## src/rtl/poly_arb.sv

```systemverilog
// poly_arb -- shares one poly_fun pipeline (fixed latency, no stall) among
// NREQ requesters. At most one operand is issued per cycle; a requester tag
// travels beside each operand so every result comes back with the ID of the
// requester that issued it.
//
// Build option: POLY_ARB_FIXED_PRI_EN -- when defined, the lowest-index valid
// requester always wins and last_grant stays at its reset value. When it is
// undefined (the default), the arbiter is round-robin.
//
// Ports:
//   clk, rst         clock (rising edge), asynchronous active-high reset
//   en               grant enable; in-flight results still drain when low
//   req_valid[NREQ]  per-requester operand valid
//   req_x            packed operands, requester i in [i*WIDTH +: WIDTH]
//   req_ready[NREQ]  one-hot combinational grant
//   pipe_x           registered operand to poly_fun x
//   pipe_y           poly_fun y
//   res_valid        one-cycle pulse per accepted operand
//   res_id           requester index of the current result
//   res_y            result, pipe_y passed straight through
//   busy             high while any tag is in flight
module poly_arb #(
  parameter  int WIDTH = 16,
  parameter  int NREQ  = 4,
  parameter  int LAT   = 3,
  localparam int IDW   = $clog2(NREQ)
) (
  input  logic                  clk,
  input  logic                  rst,
  input  logic                  en,
  input  logic [NREQ-1:0]       req_valid,
  input  logic [NREQ*WIDTH-1:0] req_x,
  output logic [NREQ-1:0]       req_ready,
  output logic [WIDTH-1:0]      pipe_x,
  input  logic [WIDTH-1:0]      pipe_y,
  output logic                  res_valid,
  output logic [IDW-1:0]        res_id,
  output logic [WIDTH-1:0]      res_y,
  output logic                  busy
);

  logic [NREQ-1:0][WIDTH-1:0] xv;
  logic [IDW-1:0]             last_grant;
  logic [IDW-1:0]             gnt_id;
  logic                       hs;

  // Tag shift register: stage 0 is loaded at the handshake edge. The output
  // register behind the last stage places res_valid LAT edges after the
  // handshake, which lines it up with the poly_fun result.
  logic [LAT-1:0]             vld_pipe;
  logic [LAT-1:0][IDW-1:0]    id_pipe;

  assign xv = req_x;

`ifdef POLY_ARB_FIXED_PRI_EN
  // Scan downward so the lowest-index valid requester is the last write.
  always_comb begin
    hs     = 1'b0;
    gnt_id = '0;
    if (en && !rst) begin
      for (int i = NREQ-1; i >= 0; i--)
        if (req_valid[i]) begin
          hs     = 1'b1;
          gnt_id = IDW'(i);
        end
    end
  end
`else
  logic [IDW-1:0] idx;

  // Scan candidates from farthest to nearest after last_grant. The last hit
  // is then the first valid requester found when searching upward (with
  // wrap) from last_grant+1.
  always_comb begin
    hs     = 1'b0;
    gnt_id = '0;
    idx    = '0;
    if (en && !rst) begin
      for (int i = NREQ; i >= 1; i--) begin
        idx = IDW'((int'(last_grant) + i) % NREQ);
        if (req_valid[idx]) begin
          hs     = 1'b1;
          gnt_id = idx;
        end
      end
    end
  end
`endif

  always_comb begin
    req_ready = '0;
    for (int j = 0; j < NREQ; j++)
      req_ready[j] = hs && (gnt_id == IDW'(j));
  end

  always_ff @(posedge clk or posedge rst) begin
    if (rst) begin
      pipe_x     <= '0;
      vld_pipe   <= '0;
      id_pipe    <= '0;
      last_grant <= IDW'(NREQ-1);
      res_valid  <= 1'b0;
      res_id     <= '0;
    end else begin
      // Idle cycles push a zero operand, so poly_fun always sees a defined x.
      pipe_x      <= hs ? xv[gnt_id] : '0;
      vld_pipe[0] <= hs;
      id_pipe[0]  <= hs ? gnt_id : '0;
      for (int s = 1; s < LAT; s++) begin
        vld_pipe[s] <= vld_pipe[s-1];
        id_pipe[s]  <= id_pipe[s-1];
      end
      res_valid <= vld_pipe[LAT-1];
      res_id    <= id_pipe[LAT-1];
`ifndef POLY_ARB_FIXED_PRI_EN
      if (hs) last_grant <= gnt_id;
`endif
    end
  end

  assign res_y = pipe_y;
  assign busy  = |vld_pipe;

endmodule
```

## config.mk

```make
export PLATFORM = sky130hd
export DESIGN_NAME = poly_arb
export DESIGN_NICKNAME = d
export VERILOG_FILES = /design/src/rtl/poly_arb.sv
export SDC_FILE = /design/constraint.sdc
export NUM_CORES = 1
export LEC_CHECK = 0
export CELL_PAD_IN_SITES_DETAIL_PLACEMENT = 1
export CELL_PAD_IN_SITES_GLOBAL_PLACEMENT = 2
export CORE_MARGIN = 4
export CORE_UTILIZATION = 19
export CTS_CLUSTER_SIZE = 28
export DETAILED_ROUTE_END_ITERATION = 16
export PLACE_DENSITY = 0.85
export SYNTH_ARGS = -nofsm -noshare
export SYNTH_HDL_FRONTEND = slang
export SYNTH_SLANG_ARGS = --single-unit
```

## constraint.sdc

```tcl
create_clock -name clk -period 5.13 [get_ports clk]
set_input_delay 1.026 -clock clk [delete_from_list [all_inputs] [get_ports clk]]
set_output_delay 1.026 -clock clk [all_outputs]
set_load 0.005 [all_outputs]
```

Word-level counts from Yosys, hierarchy flattened

Cells that the tools add are included.

Bits in registers: 30
Input bits: 87
Output and inout port bits: 40
Logic and storage cells: 50

Add/subtract/negate cells: 4
$lt $le $gt $ge: 5
Equality and inequality tests: 3
Mux-type cells: 22
Reductions and logical operators: 8

Operators with widths:

| cell                                                                  | number |
|---|---|
| 16-bit binary-select mux with 2-bit select                            | 1 |
| 16-bit two-way mux                                                    | 2 |
| 2-bit by 3-bit < comparator with 1-bit output (second input constant) | 5 |
| 2-bit two-way mux                                                     | 6 |
| 1-bit two-way mux                                                     | 9 |
| 1-bit binary-select mux with 2-bit select                             | 4 |
| 1-bit logical AND                                                     | 5 |
| 2-bit by 1-bit adder with 2-bit output (second input constant)        | 2 |
| 2-bit adder (second input constant)                                   | 2 |
| 2-bit == test (second input constant)                                 | 2 |
| 3-bit OR reduction                                                    | 1 |
| 2-bit by 1-bit == test with 1-bit output (second input constant)      | 1 |
| 2-bit zero test                                                       | 1 |
| 1-bit zero test                                                       | 1 |

Longest topological paths before layout

Depth in word-level cells: 11
Depth in mapped cells: 7
Depth with buffers taken out: 5

Worst setup path after synthesis

No wires, ideal clock.

Path kind: input to output
From: input port rst
To: output port req_ready[2]
Data arrival time: 2.630 ns
Data required time: 4.104 ns
Setup slack: 1.474 ns
Stages: 5
Path buffers: 1
Path through: inv_1 -> nand2_1 -> or3_4 -> buf_6 -> nor4_2

Cells in the longest elaborated chain, start to end: 5
Elaborated cells between the ends (all ways): 6
Classes of those cells: 1 x eq/ne; 2 x mux; 3 x reduce/logical

RTL lines:

| item                        | RTL line | source |
|---|---|---|
| start, declared             | 29       | `input logic rst,` |
| 1-bit zero test (no line) * | n/a      |  |
| 1-bit logical AND *         | 78       | `if (en && !rst) begin` |
| 2-bit two-way mux           | 78       |  |
| 2-bit == test               | 93       | `req_ready[j] = hs && (gnt_id == IDW'(j));` |
| 1-bit logical AND *         | 93       |  |
| end, declared               | 33       | `output logic [NREQ-1:0] req_ready,` |

Every way passes the cells marked *; elsewhere a longest branch is shown, timed or not.

Final worst setup path

From: input port req_valid[1]
To: output port req_ready[2]

Cells in the longest elaborated chain, start to end: 9
Elaborated cells between the ends (all ways): 20
Classes of those cells: 1 x eq/ne; 18 x mux; 1 x reduce/logical

RTL lines:

| item                                      | RTL line | source |
|---|---|---|
| start, declared                           | 31       | `input logic [NREQ-1:0] req_valid,` |
| 1-bit binary-select mux with 2-bit select | 81       | `if (req_valid[idx]) begin` |
| 1-bit two-way mux (not written as such)   | 81       |  |
| 2-bit two-way mux (4 in series)           | 81       |  |
| 2-bit two-way mux                         | 78       |  |
| 2-bit == test                             | 93       |  |
| 1-bit logical AND *                       | 93       |  |

Every way passes the cells marked *; elsewhere a longest branch is shown, timed or not. The select of a mux whose other input is x is not followed.

==> results.ini <==
[final_layout]
multi_input_area_um2=596.8
layout-drive-gt1-share_pct=8.879
finalInstanceArea_mm2=0.002566
fin_util_pct=32.87
nNetsFinal=300
area_growth_syn_to_layout_pct=65.80
nFillCells=857
num_antenna_cells=0
layout.area.seq_um2=753.2

[synthesis]
ys.flop_type=dfrtp_1
yosysWarnings=0
synth_area_mm2=0.001548
synth.top_cell.area_share_pct=45.27
async_reset_ff_share_pct=100.0
yosysTopAreaCell=dfrtp_1
ys_types=24
syn_avg_cell_area_um2=11.73
synth-edff-count=0
syn_nets=219
ys_ff_latch=30
yosysMostFrequentCell=mux2i_1
netlist_instances=132
ys_top_cells_by_area=dfrtp_1 (45%), mux2i_1 (21%), buf_4 (8.2%), o22ai_1 (6.9%), buf_6 (3.6%)
synth_common_cells=mux2i_1 (33), dfrtp_1 (28), buf_4 (17), o22ai_1 (17), nor2_1 (6)
yosysSeqAreaShare_pct=48.67

[setup_path]
end_kind=primary output
slowest_stage=clkdlybuf4s50_1
crit_type=primary input to primary output
slowest_delay_ps=540
worst_setup_path_start_kind=primary input
worstPathCellList=clkdlybuf4s50_1 > nor2_2 > a21oi_1 > o21ba_1 > or3_4 > nor4_2 > clkdlybuf4s50_1
worstPathArrival_ps=3220
worstPathRequired_ps=4100
path_max_fanout=21
cpMostUsedCell=clkdlybuf4s50_1
worst-r2r-cell-count=6

[timing]
rsz0062_at_grt=no
hold_viol=0
fin_ws_ps=880.4
slew_viol_final=0
finalClockSkew_ps=4.104
worst_pin_slew_ps=551.3
setup_viol=0
fin_crit_sh_pct=82.84
timing.setup.tns_ps=0
max_freq_mhz=235.3
slew_headroom_pct=63.24
fin_crit_ps=4250

[routing]
route.vias.total=1302
antenna_left=0
vias_per_cell=4.120
post-route-drc-count=0
wire_per_inst_um=14.64
drtPass1Iterations=3
drt_iter0_markers=9
postRouteWirelength_um=4625

[floorplanning]
rows=32
die-area_mm2=0.009654
ios=127
fp.dieW_um=98.26
coreArea_mm2=0.007807
die_h_um=98.26
start_util_pct=19.82

[place]
place_hpwl_um=3540
place_ws_ps=884.8
placed_area_mm2=0.002456
gp_congestion=0.7950
numPortBuffers=94

[clocking]
h-tree-depth=2
cts.repair.resized=0
cts_buffers=5
cts_tree=done
cts_setup_buffers=0
worstSkewPairLatency_ps=270
numClockSinks=30
hold_buffers=0
root_buffer=clkbuf_8
cts_buffer_depth=2
path_clk_slew_ps=60

[power_and_ir_drop]
pwr-share-clk_pct=29.5
switching_share_pct=26.85
ir_drop_mv=0.09559
sequentialPowerShare_pct=36.9
p_leak_nw=1.114
power_switching_mw=0.2026
p_comb_share_pct=33.6
p_int_mw=0.5518
powerDensity_mw_per_mm2=294.0

[worst_hold_path]
hold_class=flip-flop to flip-flop
hold_depth=0

[global_routing]
grt_pass1_vias=1440
grt_pass1_wl_um=7300
grt.total_usage_pct=9.579
grt-ovfl-total=0
antenna_found_initial=0
grt_max_degree=34

[flow_run]
max_cap_viol_count=0

[run_status]
status=completed

==> placed cells by master (no fill, tap or decap), types with 2 or more instances in the layout <==
master	instances
a21oi_1	4
buf_4	3
clkbuf_8	8
clkdlybuf4s50_1	94
dfrtp_1	28
dfstp_2	2
inv_1	3
mux2i_1	33
nand2_1	2
nor2_1	6
o22ai_1	17
or3_1	2
==> metal layers <==
metal  up-vias  track usage (%)  part of all wire [%]  wire, µm
li1        617                -                     -         -
met1       612            11.15                    42      1952
met2        66            16.28                    48      2209
met3         7            3.786                   8.8       409
met4         0            2.836                   1.1        53
met5         -                0                     0         0
==> power by group through the flow <==
stage / sequential (mW) / clock [mW] / combinational (mW)
floorplan: 0.284 / 0 / 0.149
global placement: 0.282 / 0 / 0.256
detailed placement: 0.283 / 0 / 0.261
CTS: 0.279 / 0.235 / 0.261
global route: 0.282 / 0.249 / 0.277
finish: 0.278 / 0.222 / 0.254
==> path summary, 6_finish.rpt <==
check                         startpoint            end  slack, ps
min in group asynchronous            rst    vld_pipe[2]       1180
max in group asynchronous            rst  last_grant[0]       3630
setup / recovery            req_valid[1]   req_ready[2]        880
hold reg to reg               id_pipe[3]     id_pipe[5]        350
setup reg to reg           last_grant[1]      pipe_x[6]       3010
hold / removal                id_pipe[3]     id_pipe[5]        350
==> sequential cells by signal (all words and copies together) (netlist names) <==
| name | cells |
|---|---|
| last_grant | 2 |
| vld_pipe | 3 |
| res_id | 2 |
| id_pipe | 6 |
| pipe_x | 16 |
| res_valid | 1 |
==> worst max-delay path, delay by kind of cell <==
kind,cells,cell delay [ps]
AO/OA/AOI/OAI,2,250
buffers and inverters,2,1060
AND/OR/NAND/NOR,3,890
==> per-stage QoR <==
stage | std cells | hold WS (ps) | power (mW)
2_1_floorplan | 132 | 331.2 | 0.4331
3_3_place_gp | 308 | 331.6 | 0.5386
3_5_place_dp | 308 | 335.8 | 0.5442
4_1_cts | 316 | 351.0 | 0.7752
5_1_grt | 316 | 363.6 | 0.8073
6_report | 316 | 347.7 | 0.7543
==> area by class of cell <==
class	count	area share, %
multi-input combinational	75	23.26
sequential	30	29.35
inverter	4	0.5851
timing repair buffer	97	37.54
clock buffer	8	4.291
tap	102	4.973
==> logic make-up (layout without fill, tap and decap cells) <==
kind of cell / after synthesis / count (layout) / share of synthesized area [%]
muxes: 33 / 33 / 21.34
DFF: 30 / 30 / 48.67
buffers and inverters: 27 / 109 / 13.18
AOI/OAI and AO/OA: 26 / 26 / 10.67
and+or+nand+nor: 16 / 16 / 6.144
Power figures use the tool's default switching activity.
